<file path="src/rtl/towers_lane_engine_if.sv">
// Spawn/kill handshake between the game logic (master) and the lane engine (slave).
interface towers_lane_engine_if;
  logic               spawnReq;
  logic signed [10:0] spawnX;
  logic               spawnAck;
  logic               spawnDrop;
  logic               killReq;
  logic [2:0]         killIdx;

  modport master (output spawnReq, spawnX, killReq, killIdx, input spawnAck, spawnDrop);
  modport slave  (input spawnReq, spawnX, killReq, killIdx, output spawnAck, spawnDrop);
endinterface

</file>
<file path="src/rtl/towers_lane_engine.sv">
// Multi-object falling-tower engine: per-slot movers plus spawn allocation,
// miss accounting and a registered lowest-index-wins draw request.
module towers_lane_slot #(
  parameter int OBJECT_WIDTH_X  = 20,
  parameter int OBJECT_HEIGHT_Y = 20,
  parameter int FRAC_BITS       = 6,
  parameter int SPEED_W         = 10,
  parameter int SCREEN_H        = 480
) (
  input  logic                clk,
  input  logic                reset,
  input  logic                sof,
  input  logic [SPEED_W-1:0]  speed,
  input  logic                spawn,
  input  logic signed [10:0]  spawn_x,
  input  logic                kill,
  input  logic [10:0]         pixel_x,
  input  logic [10:0]         pixel_y,
  output logic                active,
  output logic                retire,
  output logic                hit,
  output logic [10:0]         off_x,
  output logic [10:0]         off_y
);
  localparam int YW = 11 + FRAC_BITS;
  localparam logic signed [12:0] SCR = 13'(SCREEN_H);
  localparam logic signed [12:0] W13 = 13'(OBJECT_WIDTH_X);
  localparam logic signed [12:0] H13 = 13'(OBJECT_HEIGHT_Y);

  logic signed [YW-1:0] y_q, y_shr;
  logic signed [10:0]   x_q;
  logic                 act_q;
  logic signed [12:0]   left, top, px, py;

  // 13-bit signed workspace so left+width never wraps for any 11-bit position
  assign y_shr = y_q >>> FRAC_BITS;
  assign top   = {{2{y_shr[10]}}, y_shr[10:0]};
  assign left  = {{2{x_q[10]}}, x_q};
  assign px    = {2'b00, pixel_x};
  assign py    = {2'b00, pixel_y};

  assign active = act_q;
  assign retire = sof && act_q && !kill && (top > SCR);
  assign hit    = act_q && (px >= left) && (px < left + W13) &&
                  (py >= top) && (py < top + H13);
  assign off_x  = 11'(px - left);
  assign off_y  = 11'(py - top);

  always_ff @(posedge clk) begin
    if (reset) begin
      act_q <= 1'b0;
      x_q   <= '0;
      y_q   <= '0;
    end else if (spawn) begin
      act_q <= 1'b1;
      x_q   <= spawn_x;
      y_q   <= '0;
    end else if (kill || retire) begin
      act_q <= 1'b0;
    end else if (sof && act_q) begin
      y_q <= y_q + $signed({{(YW-SPEED_W){1'b0}}, speed});
    end
  end
endmodule

module towers_lane_engine #(
  parameter int N_OBJ           = 4,
  parameter int OBJECT_WIDTH_X  = 20,
  parameter int OBJECT_HEIGHT_Y = 20,
  parameter int FRAC_BITS       = 6,
  parameter int SPEED_W         = 10,
  parameter int SCREEN_H        = 480,
  parameter int CNT_W           = 8
) (
  input  logic                 clk,
  input  logic                 reset,
  input  logic                 startOfFrame,
  input  logic [10:0]          pixelX,
  input  logic [10:0]          pixelY,
  input  logic [SPEED_W-1:0]   speed,
  towers_lane_engine_if.slave  lane,
  output logic [N_OBJ-1:0]     activeMask,
  output logic                 drawingRequest,
  output logic [2:0]           drawIdx,
  output logic [10:0]          offsetX,
  output logic [10:0]          offsetY,
  output logic                 edgeCollide,
  output logic [CNT_W-1:0]     missCount
);
  logic [N_OBJ-1:0]       act, ret, hit, spawn_sel, kill_sel;
  logic [N_OBJ-1:0][10:0] off_x, off_y;
  logic                   any_free;
  logic                   d_hit;
  logic [2:0]             d_idx;
  logic [10:0]            d_ox, d_oy;
  logic [3:0]             n_ret;
  logic [CNT_W+3:0]       msum;

  for (genvar g = 0; g < N_OBJ; g++) begin : g_slot
    assign kill_sel[g] = lane.killReq && (lane.killIdx == 3'(g));
    towers_lane_slot #(
      .OBJECT_WIDTH_X (OBJECT_WIDTH_X),
      .OBJECT_HEIGHT_Y(OBJECT_HEIGHT_Y),
      .FRAC_BITS      (FRAC_BITS),
      .SPEED_W        (SPEED_W),
      .SCREEN_H       (SCREEN_H)
    ) u_slot (
      .clk(clk), .reset(reset), .sof(startOfFrame), .speed(speed),
      .spawn(spawn_sel[g]), .spawn_x(lane.spawnX), .kill(kill_sel[g]),
      .pixel_x(pixelX), .pixel_y(pixelY),
      .active(act[g]), .retire(ret[g]), .hit(hit[g]),
      .off_x(off_x[g]), .off_y(off_y[g])
    );
  end

  // Only currently-inactive slots are free, so slots being killed or
  // retired this cycle are still busy for allocation.
  always_comb begin
    spawn_sel = '0;
    any_free  = 1'b0;
    for (int i = 0; i < N_OBJ; i++) begin
      if (!any_free && !act[i]) begin
        any_free     = 1'b1;
        spawn_sel[i] = lane.spawnReq;
      end
    end
  end

  always_comb begin
    d_hit = 1'b0;
    d_idx = '0;
    d_ox  = '0;
    d_oy  = '0;
    for (int i = 0; i < N_OBJ; i++) begin
      if (!d_hit && hit[i]) begin
        d_hit = 1'b1;
        d_idx = 3'(i);
        d_ox  = off_x[i];
        d_oy  = off_y[i];
      end
    end
  end

  always_comb begin
    n_ret = '0;
    for (int i = 0; i < N_OBJ; i++) n_ret = n_ret + 4'(ret[i]);
    msum = {4'b0, missCount} + (CNT_W+4)'(n_ret);
  end

  assign activeMask = act;

  always_ff @(posedge clk) begin
    if (reset) begin
      lane.spawnAck  <= 1'b0;
      lane.spawnDrop <= 1'b0;
      drawingRequest <= 1'b0;
      drawIdx        <= '0;
      offsetX        <= '0;
      offsetY        <= '0;
      edgeCollide    <= 1'b0;
      missCount      <= '0;
    end else begin
      lane.spawnAck  <= lane.spawnReq && any_free;
      lane.spawnDrop <= lane.spawnReq && !any_free;
      drawingRequest <= d_hit;
      drawIdx        <= d_idx;
      offsetX        <= d_ox;
      offsetY        <= d_oy;
      edgeCollide    <= |ret;
      missCount      <= (msum > {4'b0, {CNT_W{1'b1}}}) ? {CNT_W{1'b1}} : msum[CNT_W-1:0];
    end
  end
endmodule
</file>
<file path="src/flat_wrapper.sv">
// flat-port wrapper written by rule: the top's interface ports become plain ports
module towers_lane_engine_flat 
#(
  parameter int N_OBJ           = 4,
  parameter int OBJECT_WIDTH_X  = 20,
  parameter int OBJECT_HEIGHT_Y = 20,
  parameter int FRAC_BITS       = 6,
  parameter int SPEED_W         = 10,
  parameter int SCREEN_H        = 480,
  parameter int CNT_W           = 8
)
  (clk, reset, startOfFrame, pixelX, pixelY, speed, activeMask, drawingRequest, drawIdx, offsetX, offsetY, edgeCollide, missCount, lane_spawnReq, lane_spawnX, lane_killReq, lane_killIdx, lane_spawnAck, lane_spawnDrop);
  towers_lane_engine_if lane_i ();
  input  logic clk;
  input  logic reset;
  input  logic startOfFrame;
  input  logic [10:0] pixelX;
  input  logic [10:0] pixelY;
  input  logic [SPEED_W-1:0] speed;
  output logic [N_OBJ-1:0] activeMask;
  output logic drawingRequest;
  output logic [2:0] drawIdx;
  output logic [10:0] offsetX;
  output logic [10:0] offsetY;
  output logic edgeCollide;
  output logic [CNT_W-1:0] missCount;
  input wire logic [$bits(lane_i.spawnReq)-1:0] lane_spawnReq;
  input wire logic [$bits(lane_i.spawnX)-1:0] lane_spawnX;
  input wire logic [$bits(lane_i.killReq)-1:0] lane_killReq;
  input wire logic [$bits(lane_i.killIdx)-1:0] lane_killIdx;
  output wire logic [$bits(lane_i.spawnAck)-1:0] lane_spawnAck;
  output wire logic [$bits(lane_i.spawnDrop)-1:0] lane_spawnDrop;
  assign lane_i.spawnReq = lane_spawnReq;
  assign lane_i.spawnX = lane_spawnX;
  assign lane_i.killReq = lane_killReq;
  assign lane_i.killIdx = lane_killIdx;
  assign lane_spawnAck = lane_i.spawnAck;
  assign lane_spawnDrop = lane_i.spawnDrop;
  towers_lane_engine #(.N_OBJ(N_OBJ), .OBJECT_WIDTH_X(OBJECT_WIDTH_X), .OBJECT_HEIGHT_Y(OBJECT_HEIGHT_Y), .FRAC_BITS(FRAC_BITS), .SPEED_W(SPEED_W), .SCREEN_H(SCREEN_H), .CNT_W(CNT_W)) u_core (.clk(clk), .reset(reset), .startOfFrame(startOfFrame), .pixelX(pixelX), .pixelY(pixelY), .speed(speed), .lane(lane_i), .activeMask(activeMask), .drawingRequest(drawingRequest), .drawIdx(drawIdx), .offsetX(offsetX), .offsetY(offsetY), .edgeCollide(edgeCollide), .missCount(missCount));
endmodule
</file>
<file path="config.mk">
export PLATFORM = sky130hd
export DESIGN_NAME = towers_lane_engine_flat
export DESIGN_NICKNAME = d
export VERILOG_FILES = /design/src/rtl/towers_lane_engine_if.sv /design/src/rtl/towers_lane_engine.sv /design/src/flat_wrapper.sv
export SDC_FILE = /design/constraint.sdc
export NUM_CORES = 1
export LEC_CHECK = 0
export CORE_MARGIN = 1.5
export CORE_UTILIZATION = 55
export DETAILED_ROUTE_END_ITERATION = 8
export PLACE_DENSITY = 0.81
export SYNTH_ARGS = -nofsm -noshare
export SYNTH_HDL_FRONTEND = slang
export SYNTH_SLANG_ARGS = --single-unit
</file>
<file path="constraint.sdc">
create_clock -name clk -period 4.67 [get_ports clk]
set_clock_uncertainty 0.15 [all_clocks]
set_input_delay 0.934 -clock clk [delete_from_list [all_inputs] [get_ports clk]]
set_output_delay 0.934 -clock clk [all_outputs]
set_load 0.01 [all_outputs]
</file>
== Yosys cells after proc, flatten, opt, wreduce, memory -nomap -nowiden ==
Index checks and enable logic that the tools add are counted.

* Register bits after elaboration: 153
* Input bits: 51

* Add/sub/neg operators: 24
* Order comparisons: 21
* Eq/ne operators: 3
* Multiplexer cells: 32
* Bitwise logic cells: 4
* Reduce and logical (&&, ||, !) cells: 72

{| class="wikitable"
|+ Operator list
! kind !! number
|-
| $add A11 B6 Y12 const B || 8
|-
| $ge A12 B11 Y1 || 8
|-
| $lt A12 B12 Y1 || 8
|-
| $mux W11 || 8
|-
| $sub A11 B11 Y11 || 8
|-
| $add A17 B11 Y17 || 4
|-
| $gt A11 B10 Y1 const B || 4
|-
| $logic_and A1 B1 Y1 || 40
|-
| $mux W1 || 21
|-
| $logic_not A1 Y1 || 13
|-
| $gt A12 B8 Y1 const B || 1
|-
| $add A8 B4 Y9 || 1
|-
| $add A4 B1 Y4 || 2
|-
| $mux W8 || 1
|-
| $reduce_and A2 Y1 || 4
|-
| $reduce_bool A2 Y1 || 4
|-
| $reduce_or A2 Y1 || 4
|-
| $eq A3 B2 Y1 const B || 2
|-
| $logic_or A1 B1 Y1 || 4
|-
| $mux W2 || 2
|-
| $not A1 Y1 || 4
|-
| $reduce_or A4 Y1 || 1
|-
| $eq A3 B1 Y1 const B || 1
|-
| $logic_not A3 Y1 || 1
|-
| 2 further kinds || 2
|}

== Logic depth before layout (Yosys ltp) ==
Gate-level depths: netlist of run 1.

* Word-level depth: 15
* Gate-level depth with buffers: 17
* Mapped depth without buffers: 17

== Modules after synthesis ==
A second synthesis of run 1 with hierarchy kept.

* Cell total of the unflattened synthesis: 1876
* Area total of the unflattened synthesis: 14901.8 um^2

{| class="wikitable"
|+ Modules (own cells, without submodules)
! module !! times used !! cells each !! area an instance (um^2) !! sequential area each (um^2)
|-
| towers_lane_slot at u_core.g_slot[0].u_slot ... || 3 || 419 || 3279.4 || 580.6
|-
| towers_lane_slot at u_core.g_slot[1].u_slot || 1 || 413 || 3295.7 || 580.6
|-
| towers_lane_engine || 1 || 206 || 1767.9 || 720.7
|}

== Least setup slack after synthesis of run 1 ==
Ideal clock, no wire load.

* Kind: input to register
* Start: input port lane_killReq
* End: register u_core.missCount[7]
* Data arrival time: 3.795 ns
* Required time: 4.392 ns
* Setup slack: 0.598 ns
* Cell stages on the path: 14
* Path buffers: 0
* Path through: or3b_1 o211ai_1 a211oi_1 inv_1 ha_1 fa_1 ha_1 ha_1 a21o_1 a21oi_1 nor2_1 and3_1 o21ai_0 nor2_1

* Word-level cells in the longest chain between the ends: 10
* Elaborated cells on any way between the ends: 22

{| class="wikitable"
|+ Ends and longest elaborated chain
! item !! RTL line !! source
|-
| from (decl) || flat_wrapper.sv:29 || <nowiki>input wire logic [$bits(lane_i.killReq)-1:0] lane_killReq;</nowiki>
|-
| $logic_and A1 B1 Y1 || towers_lane_engine.sv:100 || <nowiki>assign kill_sel[g] = lane.killReq && (lane.killIdx == 3'(g));</nowiki>
|-
| $logic_not A1 Y1 || towers_lane_engine.sv:43 || <nowiki>assign retire = sof && act_q && !kill && (top > SCR);</nowiki>
|-
| $logic_and A1 B1 Y1 (2 in series) || towers_lane_engine.sv:43 ||
|-
| $add A1 B1 Y2 || towers_lane_engine.sv:146 || <nowiki>for (int i = 0; i < N_OBJ; i++) n_ret = n_ret + 4'(ret[i]);</nowiki>
|-
| $add A4 B1 Y4 || towers_lane_engine.sv:146 ||
|-
| $add A4 B1 Y4 * || towers_lane_engine.sv:146 ||
|-
| $add A8 B4 Y9 * || towers_lane_engine.sv:147 || <nowiki>msum = {4'b0, missCount} + (CNT_W+4)'(n_ret);</nowiki>
|-
| $gt A12 B8 Y1 || towers_lane_engine.sv:170 || <nowiki>missCount <= (msum > {4'b0, {CNT_W{1'b1}}}) ? {CNT_W{1'b1}} : msum[CNT_W-1:0];</nowiki>
|-
| $mux W8 * || towers_lane_engine.sv:170 ||
|-
| to (signal assigned) || towers_lane_engine.sv:170 ||
|-
| to (decl) || towers_lane_engine.sv:88 || <nowiki>output logic [CNT_W-1:0] missCount</nowiki>
|}

Every way passes the cells marked *; elsewhere a longest branch is shown, timed or not.
A chain may end at the register's enable or synchronous reset.

== Final worst setup path of run 1 ==
* Start: input port pixelY[2]
* End: register u_core.offsetX[9]

* Word-level cells in the longest chain between the ends: 13
* Elaborated cells on any way between the ends: 29

{| class="wikitable"
|+ Ends and longest elaborated chain
! item !! RTL line !! source
|-
| from (decl) || flat_wrapper.sv:18 || <nowiki>input logic [10:0] pixelY;</nowiki>
|-
| $ge A12 B11 Y1 || towers_lane_engine.sv:45 || <nowiki>(py >= top) && (py < top + H13);</nowiki>
|-
| $logic_and A1 B1 Y1 || towers_lane_engine.sv:44 || <nowiki>assign hit = act_q && (px >= left) && (px < left + W13) &&</nowiki>
|-
| $logic_and A1 B1 Y1 || towers_lane_engine.sv:45 ||
|-
| $mux W1 || towers_lane_engine.sv:135 || <nowiki>if (!d_hit && hit[i]) begin</nowiki>
|-
| $logic_not A1 Y1 || towers_lane_engine.sv:135 ||
|-
| $logic_and A1 B1 Y1 || towers_lane_engine.sv:135 ||
|-
| $mux W1 || towers_lane_engine.sv:135 ||
|-
| $logic_not A1 Y1 || towers_lane_engine.sv:135 ||
|-
| $logic_and A1 B1 Y1 || towers_lane_engine.sv:135 ||
|-
| $mux W1 || towers_lane_engine.sv:135 ||
|-
| $logic_not A1 Y1 || towers_lane_engine.sv:135 ||
|-
| $logic_and A1 B1 Y1 || towers_lane_engine.sv:135 ||
|-
| $mux W11 * || towers_lane_engine.sv:135 ||
|-
| to (signal assigned) || towers_lane_engine.sv:167 || <nowiki>offsetX <= d_ox;</nowiki>
|-
| to (decl) || towers_lane_engine.sv:85 || <nowiki>output logic [10:0] offsetX,</nowiki>
|}

Marks and branches as above.

==> results.sh, run 1 <==
export IMPL_outcome="complete, no violations"
export IMPL_hold_path_class="register to register"
export IMPL_ctsResizeCount=0
export IMPL_netlist_area_mm2=0.0145
export IMPL_die_w_um=165
export IMPL_final_setup_worst_slack_ps=383
export IMPL_ys_ff_latch=152
export IMPL_wl_per_cell_um=18.6
export IMPL_dr_max_layer_used="met4"
export IMPL_io_buffer_count=90
export IMPL_wl_met2_um=19400
export IMPL_r2r_slack_ps=500
export IMPL_cts_root_buf="clkbuf_16"
export IMPL_postCtsSetupRepairBufs=0
export IMPL_vias=13800
export IMPL_crit_required_ps=4820
export IMPL_layout_commonest_cell="ha_1"
export IMPL_p_leak_nw=6.49
export IMPL_synth_nets=2134
export IMPL_cellPowerDensity_mw_per_mm2=220
export IMPL_grt_setup_unrepaired="no"
export IMPL_design_core_area_mm2=0.0259
export IMPL_drc_errors=0
export IMPL_row_count=59
export IMPL_cp_end_kind="register"
export IMPL_cts_tree="built"
export IMPL_setup_worst_path_class="input port to register"
export IMPL_numCtsBuffers=17
export IMPL_initial_utilization=0.558
export IMPL_drt_iter0_drc=955
export IMPL_synth_cell_types=83
export IMPL_ctsHtreeMaxLevel=4
export IMPL_drive_above_1_share=0.0555
export IMPL_syn_to_final_growth_pct=14.6
export IMPL_ios=92
export IMPL_cts_sinks=152
export IMPL_slew_violations=0
export IMPL_vias_per_cell=6.02
export IMPL_grt_usage=0.316
export IMPL_firstDrtPassIters=6
export IMPL_grt_pass1_vias=13200
export IMPL_grt_pass1_wl_um=67000
export IMPL_worstMarginPinSlew_ps=849
export IMPL_post_route_period_util=0.918
export IMPL_period_needed_ps=4290
export IMPL_routed_wl_met3_um=2280
export IMPL_asyncSetResetFlopFracSynth=0
export IMPL_ys_seq_area_frac=0.210
export IMPL_finalNetCount=2242
export IMPL_die_h_um=165
export IMPL_max_freq_ghz=0.233
export IMPL_place_congestion=0.958
export IMPL_design_area_mm2=0.0166
export IMPL_placed_area_mm2=0.0159
export IMPL_fin_setup_tns_ps=0
export IMPL_setup_violations=0
export IMPL_dp_slack_ps=50.9
export IMPL_grt_start_max_net_pins=52
export IMPL_met1Wirelength_um=18100
export IMPL_dp_final_hpwl_um=34100
export IMPL_wl_um=42900
export IMPL_holdWs_ps=309
export IMPL_vdd_drop_max_uv=250
export IMPL_die_area_mm2=0.0273
export IMPL_crit_fanout=7
export IMPL_antenna_left=0
export IMPL_slew_limit_headroom=0.434
export IMPL_final_cell_mix="ha_1, nor2_1, a21oi_1"
export IMPL_arrival_ps=4440
export IMPL_critPathLaunchType="input port"
export IMPL_synth_cells=1843
export IMPL_yosys_most_used_dff="dfxtp_1"
export IMPL_maxCapViolCount=0
export IMPL_clkTransAtPathRegs_ps=70
export IMPL_finalHoldViolations=0
export IMPL_ys_warn_count=0
export IMPL_clk_insertion_delay_late_ps=440
export IMPL_synth_edff_count=0
export IMPL_antenna_found_initial=0
export IMPL_syn_area_per_cell_um2=7.84
export IMPL_ctsLongestPathBuffers=2
export IMPL_diodes=0
export IMPL_hold_buffers=0
export IMPL_gr_total_overflow=0
export IMPL_fill_cells=2241
## per-layer routing
metal | global-route usage | vias to the layer above
met2 | 0.523 | 477
met4 | 0.213 | 0
met1 | 0.381 | 6470
met3 | 0.0437 | 151
li1 | - | 6751
met5 | 0 | -
## registers in the layout, indices dropped and copies added, names as in the netlist
name                         cells
u_core.drawIdx                   2
u_core.drawingRequest            1
u_core.edgeCollide               1
u_core.g_slot.u_slot.active      4
u_core.g_slot.u_slot.x_q        44
u_core.g_slot.u_slot.y_q        68
u_core.lane.spawnAck             1
u_core.lane.spawnDrop            1
u_core.missCount                 8
u_core.offsetX                  11
u_core.offsetY                  11
## per-stage QoR
stage | instances | total power [mW] | util
after floorplan | 1843 | 1.87 | -
after global placement | 2267 | 2.11 | 0.615
after detailed placement | 2267 | 2.13 | 0.615
after CTS | 2299 | 3.64 | 0.640
after global routing | 2299 | 3.79 | 0.640
final | 2299 | 3.65 | 0.640
## worst max-delay path: stages
cell	delay, ps
clkdlybuf4s50_1	650
buf_4	270
ha_1	340
nand2b_1	140
a211oi_1	90
nor3_1	440
o21ai_0	200
xnor2_1	180
o21a_1	220
or4_4	510
o41ai_1	380
a21oi_1	70
## path summary, 6_finish.rpt
kind,start,endpoint,cells after the start
worst max-delay path,pixelY[2],u_core.offsetX[9]$_SDFF_PP0_,12
worst min-delay path,u_core.g_slot[1].u_slot.y_q[5]$_SDFFE_PP0P_,u_core.g_slot[1].u_slot.y_q[5]$_SDFFE_PP0P_,2
worst max register to register,u_core.g_slot[0].u_slot.y_q[8]$_SDFFE_PP0P_,u_core.missCount[7]$_SDFF_PP0_,16
worst min register to register,u_core.g_slot[1].u_slot.y_q[5]$_SDFFE_PP0P_,u_core.g_slot[1].u_slot.y_q[5]$_SDFFE_PP0P_,2
## cells by family (layout without fill, tap and decap cells)
| family | Yosys count | count (layout) | share of synthesized area |
|---|---|---|---|
| flip-flops | 152 | 152 | 0.210 |
| AND/OR/NAND/NOR | 582 | 582 | 0.192 |
| adder cells (fa/ha/maj) | 240 | 240 | 0.215 |
| AO/OA/AOI/OAI | 466 | 466 | 0.204 |
| multiplexers | 38 | 38 | 0.0264 |
| XOR/XNOR | 161 | 161 | 0.0975 |
| other | 1 | 1 | 0.000259 |
| buffers and inverters | 203 | 324 | 0.0548 |
## area by class of cell
cell class                      count  area [um^2]  share of cell area
Multi-Input combinational cell   1488        10600               0.642
Sequential cell                   152         3040               0.184
Timing Repair Buffer              142         1290              0.0776
Inverter                          150          563              0.0340
Clock buffer                       19          433              0.0261
Tap cell                          335          419              0.0253
Clock inverter                     13          193              0.0116
## cell usage after synthesis (all sizes together), types with 8 or more instances
cell	number	area share
or2	11	0.0048
clkbuf	39	0.010
xnor2	127	0.077
ha	226	0.20
a221oi	12	0.0073
o21bai	15	0.0078
dfxtp	152	0.21
nor2b	23	0.010
and3	13	0.0056
mux2i	37	0.026
o21a	14	0.0073
o22ai	9	0.0039
o2111ai	10	0.0061
fa	14	0.019
inv	150	0.039
a31oi	20	0.0087
xor2	34	0.021
a21o	38	0.020
o211ai	11	0.0057
nand3	44	0.015
o21ai	92	0.032
nand4	20	0.0087
o31ai	12	0.0062
nor4	12	0.0052
a211oi	23	0.013
nor2	172	0.045
a21oi	164	0.057
nand2	159	0.041
nor3	53	0.019
nor3b	8	0.0042
buf	14	0.0056
nand2b	28	0.012
or3	14	0.0061
## power breakdown
| group | internal (mW) | switching, mW |
|---|---|---|
| clock | 0.904 | 0.627 |
| combinational | 0.330 | 0.457 |
| sequential | 1.31 | 0.0191 |
No activity file was read; power rests on OpenSTA's default activity.
==> run 2, diff against run 1 <==
PLACE_DENSITY = 0.75   (was 0.81)
==> run 2 against run 1 <==
Combinational power about the same. Clock-buffer cell count decreased by 1. Design area increased by 0.24%. Die area unchanged. Fmax increased by 1.1%. Flip-flop and latch count unchanged. Critical path type unchanged. Critical endpoint is now u_core.offsetY[9]$_SDFF_PP0_. Largest cell class unchanged. Largest power group unchanged. Highest routed layer unchanged.
==> results.sh, run 2 (synthesis gave the netlist of run 1 again) <==
export IMPL_setup_violations=0
export IMPL_antenna_left=0
export IMPL_die_area_mm2=0.0273
export IMPL_multi_input_comb_area_mm2=0.0106
export IMPL_largest_reg_flops=68
export IMPL_layout_commonest_cell="ha_1"
export IMPL_hold_depth=2
export IMPL_final_cell_mix="ha_1, nor2_1, a21oi_1"
export IMPL_vias_per_cell=5.96
export IMPL_fill_cells=2363
export IMPL_wl_um=45500
export IMPL_slew_violations=0
export IMPL_critPathLaunchType="input port"
export IMPL_rr_startpoint="u_core.g_slot[0].u_slot.y_q[8]$_SDFFE_PP0P_"
export IMPL_row_count=59
export IMPL_cts_root_buf="clkbuf_16"
export IMPL_p_leak_nw=6.52
export IMPL_syn_to_final_growth_pct=14.9
export IMPL_grt_setup_unrepaired="no"
export IMPL_cp_num_buf_inv=2
export IMPL_drt_iter0_drc=821
export IMPL_wl_per_cell_um=19.7
export IMPL_post_route_period_util=0.908
export IMPL_rr_worst_depth=16
export IMPL_holdWs_ps=313
export IMPL_grt_pass1_vias=13400
export IMPL_design_core_area_mm2=0.0259
export IMPL_min_from="u_core.g_slot[1].u_slot.y_q[3]$_SDFFE_PP0P_"
export IMPL_initial_utilization=0.558
export IMPL_regToRegEndpoint="u_core.missCount[7]$_SDFF_PP0_"
export IMPL_die_h_um=165
export IMPL_r2r_slack_ps=470
export IMPL_period_needed_ps=4240
export IMPL_cts_sinks=152
export IMPL_antenna_found_initial=0
export IMPL_cellPowerDensity_mw_per_mm2=216
export IMPL_io_buffer_count=90
export IMPL_max_freq_ghz=0.236
export IMPL_register_area_mm2=0.00304
export IMPL_setup_worst_path_class="input port to register"
export IMPL_postCtsSetupRepairBufs=0
export IMPL_finalHoldViolations=0
export IMPL_ctsHtreeMaxLevel=4
export IMPL_placed_area_mm2=0.0160
export IMPL_outcome="complete, no violations"
export IMPL_worstMarginPinSlew_ps=904
export IMPL_cp_end_kind="register"
export IMPL_gr_total_overflow=0
export IMPL_drive_above_1_share=0.0608
export IMPL_crit_required_ps=4800
export IMPL_cp_top_family="simple AND/OR/NAND/NOR gates"
export IMPL_maxCapViolCount=0
export IMPL_cp_slowest_stage_delay_ps=540
export IMPL_dp_final_hpwl_um=36700
export IMPL_top_register="u_core.g_slot.u_slot.y_q"
export IMPL_ctsResizeCount=0
export IMPL_design_area_mm2=0.0166
export IMPL_hold_path_class="register to register"
export IMPL_drc_errors=0
export IMPL_finalNetCount=2252
export IMPL_arrival_ps=4370
export IMPL_slew_limit_headroom=0.397
export IMPL_clkTransAtPathRegs_ps=70
export IMPL_crit_fanout=5
export IMPL_ios=92
export IMPL_vias=13800
export IMPL_grt_usage=0.338
export IMPL_firstDrtPassIters=5
export IMPL_cts_tree="built"
export IMPL_die_w_um=165
export IMPL_critical_path_depth=13
export IMPL_largest_registers="u_core.g_slot.u_slot.y_q (68), u_core.g_slot.u_slot.x_q (44)"
export IMPL_cp_slowest_cell="or4_4"
export IMPL_grt_pass1_wl_um=70700
export IMPL_place_congestion=1.00
export IMPL_path_cells="clkdlybuf4s50_1 > inv_1 > ha_1 > fa_1 > nand2b_1 > a211oi_1 > nor3_2 > o211ai_1 > o211ai_1 > o211a_2 > or4_4 > nor4b_1 > a211oi_1"
export IMPL_grt_start_max_net_pins=50
export IMPL_ctsLongestPathBuffers=2
export IMPL_hold_end="u_core.g_slot[1].u_slot.y_q[3]$_SDFFE_PP0P_"
export IMPL_hold_buffers=0
export IMPL_numCtsBuffers=17
export IMPL_vdd_drop_max_uv=196
export IMPL_clk_insertion_delay_late_ps=450
export IMPL_diodes=0
## run 2: worst max-delay path by stage
stage                             from                        endpoint  slack, ps
after floorplan           lane_killReq  u_core.missCount[7]$_SDFF_PP0_        600
after CTS                    pixelY[0]    u_core.offsetY[9]$_SDFF_PP0_        460
after global routing         pixelY[0]    u_core.offsetY[9]$_SDFF_PP0_        260
after detailed placement     pixelY[0]    u_core.offsetY[9]$_SDFF_PP0_         -2
after global placement    lane_killReq  u_core.missCount[7]$_SDFF_PP0_         70
final                        pixelY[0]    u_core.offsetY[9]$_SDFF_PP0_        430
## run 2: through the flow
step | power (mW) | TNS, ps | setup slack [ps] | std cells | utilization
after floorplan | 1.87 | 0 | 598 | 1843 | -
after global placement | 2.13 | 0 | 72.8 | 2277 | 0.618
after detailed placement | 2.15 | -1.54 | -1.54 | 2277 | 0.618
after CTS | 3.59 | 0 | 458 | 2309 | 0.641
after global routing | 3.73 | 0 | 264 | 2309 | 0.641
final | 3.59 | 0 | 430 | 2309 | 0.641
## run 2: report_power, final
group | switching (mW) | total, mW | internal, mW
Combinational | 0.452 | 0.787 | 0.335
Clock | 0.655 | 1.46 | 0.803
Sequential | 0.0318 | 1.35 | 1.31
## run 2: layer usage
layer | global-route usage | up-vias | wire length (um)
li1 | - | 6772 | -
met1 | 0.399 | 6432 | 18800
met2 | 0.573 | 433 | 21100
met3 | 0.0485 | 120 | 2390
met4 | 0.219 | 0 | 3130
met5 | 0 | - | 0
## run 2: final cells by class
| cell class | count | area share |
|---|---|---|
| multi-input combinational | 1488 | 0.640 |
| sequential | 152 | 0.183 |
| timing repair buffer | 152 | 0.0820 |
| inverter | 150 | 0.0339 |
| clock buffer | 18 | 0.0258 |
| tap | 335 | 0.0252 |
| clock inverter | 14 | 0.00972 |
## run 2: tightest hold or removal path, cell delays in order, from the launching register on
cell and delay (ps):
dfxtp_1 320, nand2_1 50, a21oi_1 50
==> run 3, diff against run 2 <==
CTS_BUF_LIST = sky130_fd_sc_hd__clkbuf_16   (was unset)
==> run 3 against run 2 <==
First-iteration DRC count down 0.12%. Via count up 0.24%. Utilization unchanged. Wire length about the same. Highest routed layer unchanged.
==> results.sh, run 3 (synthesis gave the netlist of run 1 again) <==
export IMPL_outcome="complete, no violations"
export IMPL_fin_setup_tns_ps=0
export IMPL_path_cells="clkdlybuf4s50_1 > inv_1 > ha_1 > fa_1 > nand2b_1 > a211oi_1 > nor3_2 > o211ai_1 > o211ai_1 > o211a_2 > or4_4 > nor4b_1 > a211oi_1"
export IMPL_clkTransAtPathRegs_ps=70
export IMPL_wl_per_cell_um=19.7
export IMPL_slew_violations=0
export IMPL_critPathLaunch="pixelY[0]"
export IMPL_arrival_ps=4370
export IMPL_initial_utilization=0.558
export IMPL_final_cell_mix="ha_1, nor2_1, a21oi_1"
export IMPL_maxCapViolCount=0
export IMPL_die_h_um=165
export IMPL_register_area_mm2=0.00304
export IMPL_die_area_mm2=0.0273
export IMPL_crit_required_ps=4800
export IMPL_p_switching_mw=1.14
export IMPL_multi_input_comb_area_mm2=0.0106
export IMPL_dp_final_hpwl_um=36700
export IMPL_cp_slowest_stage_delay_ps=540
export IMPL_finalNetCount=2252
export IMPL_top_register="u_core.g_slot.u_slot.y_q"
export IMPL_syn_to_final_growth_pct=14.9
export IMPL_hold_path_class="register to register"
export IMPL_antenna_found_initial=0
export IMPL_p_leak_nw=6.52
export IMPL_critPathLaunchType="input port"
export IMPL_cp_slowest_cell="or4_4"
export IMPL_vias=13800
export IMPL_slew_limit_headroom=0.390
export IMPL_grt_setup_unrepaired="no"
export IMPL_postCtsSetupRepairBufs=0
export IMPL_drc_errors=0
export IMPL_power_frac_seq=0.375
export IMPL_cp_end_kind="register"
export IMPL_grt_pass1_vias=13400
export IMPL_grt_pass1_wl_um=70700
export IMPL_fill_cells=2363
export IMPL_min_from="u_core.g_slot[1].u_slot.y_q[3]$_SDFFE_PP0P_"
export IMPL_clkPwrFrac=0.406
export IMPL_cts_tree="built"
export IMPL_ctsHtreeMaxLevel=4
export IMPL_gr_total_overflow=0
export IMPL_largest_registers="u_core.g_slot.u_slot.y_q (68), u_core.g_slot.u_slot.x_q (44)"
export IMPL_ctsLongestPathBuffers=2
export IMPL_io_buffer_count=90
export IMPL_max_freq_ghz=0.236
export IMPL_grt_usage=0.338
export IMPL_numCtsBuffers=17
export IMPL_design_area_mm2=0.0166
export IMPL_firstDrtPassIters=5
export IMPL_ctsResizeCount=0
export IMPL_setup_violations=0
export IMPL_clk_insertion_delay_late_ps=450
export IMPL_largest_reg_flops=68
export IMPL_place_congestion=1.00
export IMPL_cts_sinks=152
export IMPL_period_needed_ps=4240
export IMPL_p_int_mw=2.45
export IMPL_finalHoldViolations=0
export IMPL_hold_buffers=0
export IMPL_hold_depth=2
export IMPL_grt_start_max_net_pins=50
export IMPL_wl_um=45500
export IMPL_design_core_area_mm2=0.0259
export IMPL_diodes=0
export IMPL_row_count=59
export IMPL_p_comb_frac=0.219
export IMPL_vias_per_cell=5.97
export IMPL_vdd_drop_max_uv=196
export IMPL_swShare=0.317
export IMPL_ios=92
export IMPL_placed_area_mm2=0.0160
export IMPL_drt_iter0_drc=820
export IMPL_die_w_um=165
export IMPL_cts_root_buf="clkbuf_16"
export IMPL_drive_above_1_share=0.0608
export IMPL_layout_commonest_cell="ha_1"
export IMPL_crit_fanout=5
export IMPL_worstMarginPinSlew_ps=916
export IMPL_cellPowerDensity_mw_per_mm2=216
export IMPL_post_route_period_util=0.908
export IMPL_setup_worst_path_class="input port to register"
export IMPL_rr_startpoint="u_core.g_slot[0].u_slot.y_q[8]$_SDFFE_PP0P_"
export IMPL_antenna_left=0
export IMPL_rr_worst_depth=16
run 3: changes by cell type in the layout (fill, tap and decap cells not counted):
cell,previous run,this run
inv_1,150,151
clkbuf_1,1,0
run 3: area by class of cell:
type / instances / share of cell area
clock inverters: 15 / 0.00994
repair buffers: 152 / 0.0820
well taps: 335 / 0.0252
inverters: 150 / 0.0339
multi-input cells: 1488 / 0.640
clock buffers: 17 / 0.0256
flip-flops and latches: 152 / 0.183
run 3: critical path: cells and delay by family:
family                     cells  cell delay, ps
buffers and inverters          2             590
AOI/OAI and AO/OA              5            1000
adders and majority gates      2             660
and+or+nand+nor                4            1180
run 3: worst paths after layout:
kind | end | slack, ps
max reg2reg | u_core.missCount[7]$_SDFF_PP0_ | 470
max | u_core.offsetY[9]$_SDFF_PP0_ | 430
min | u_core.g_slot[1].u_slot.y_q[3]$_SDFFE_PP0P_ | 310
min reg2reg | u_core.g_slot[1].u_slot.y_q[3]$_SDFFE_PP0P_ | 310
run 3: stage by stage:
step | setup slack (ps) | hold WS, ps | instances | utilization | total power [mW]
final | 430 | 313 | 2309 | 0.641 | 3.59
after global routing | 264 | 346 | 2309 | 0.641 | 3.73
after CTS | 458 | 316 | 2309 | 0.641 | 3.59
after detailed placement | -1.54 | 306 | 2277 | 0.618 | 2.15
after global placement | 72.8 | 292 | 2277 | 0.618 | 2.13
after floorplan | 598 | 286 | 1843 | - | 1.87
run 3: power by group through the flow:
stage	Combinational, mW	Sequential, mW	Clock [mW]
4_1_cts	0.779	1.34	1.46
3_5_place_dp	0.773	1.37	0
3_3_place_gp	0.761	1.37	0
5_1_grt	0.869	1.35	1.51
6_report	0.787	1.35	1.46
2_1_floorplan	0.512	1.36	0
run 3: routing by layer:
| metal | GRT usage | routed length [um] | part of all wire |
|---|---|---|---|
| met5 | 0 | 0 | 0 |
| met4 | 0.219 | 3130 | 0.069 |
| met3 | 0.0485 | 2320 | 0.051 |
| met2 | 0.573 | 21100 | 0.46 |
| met1 | 0.399 | 18900 | 0.42 |
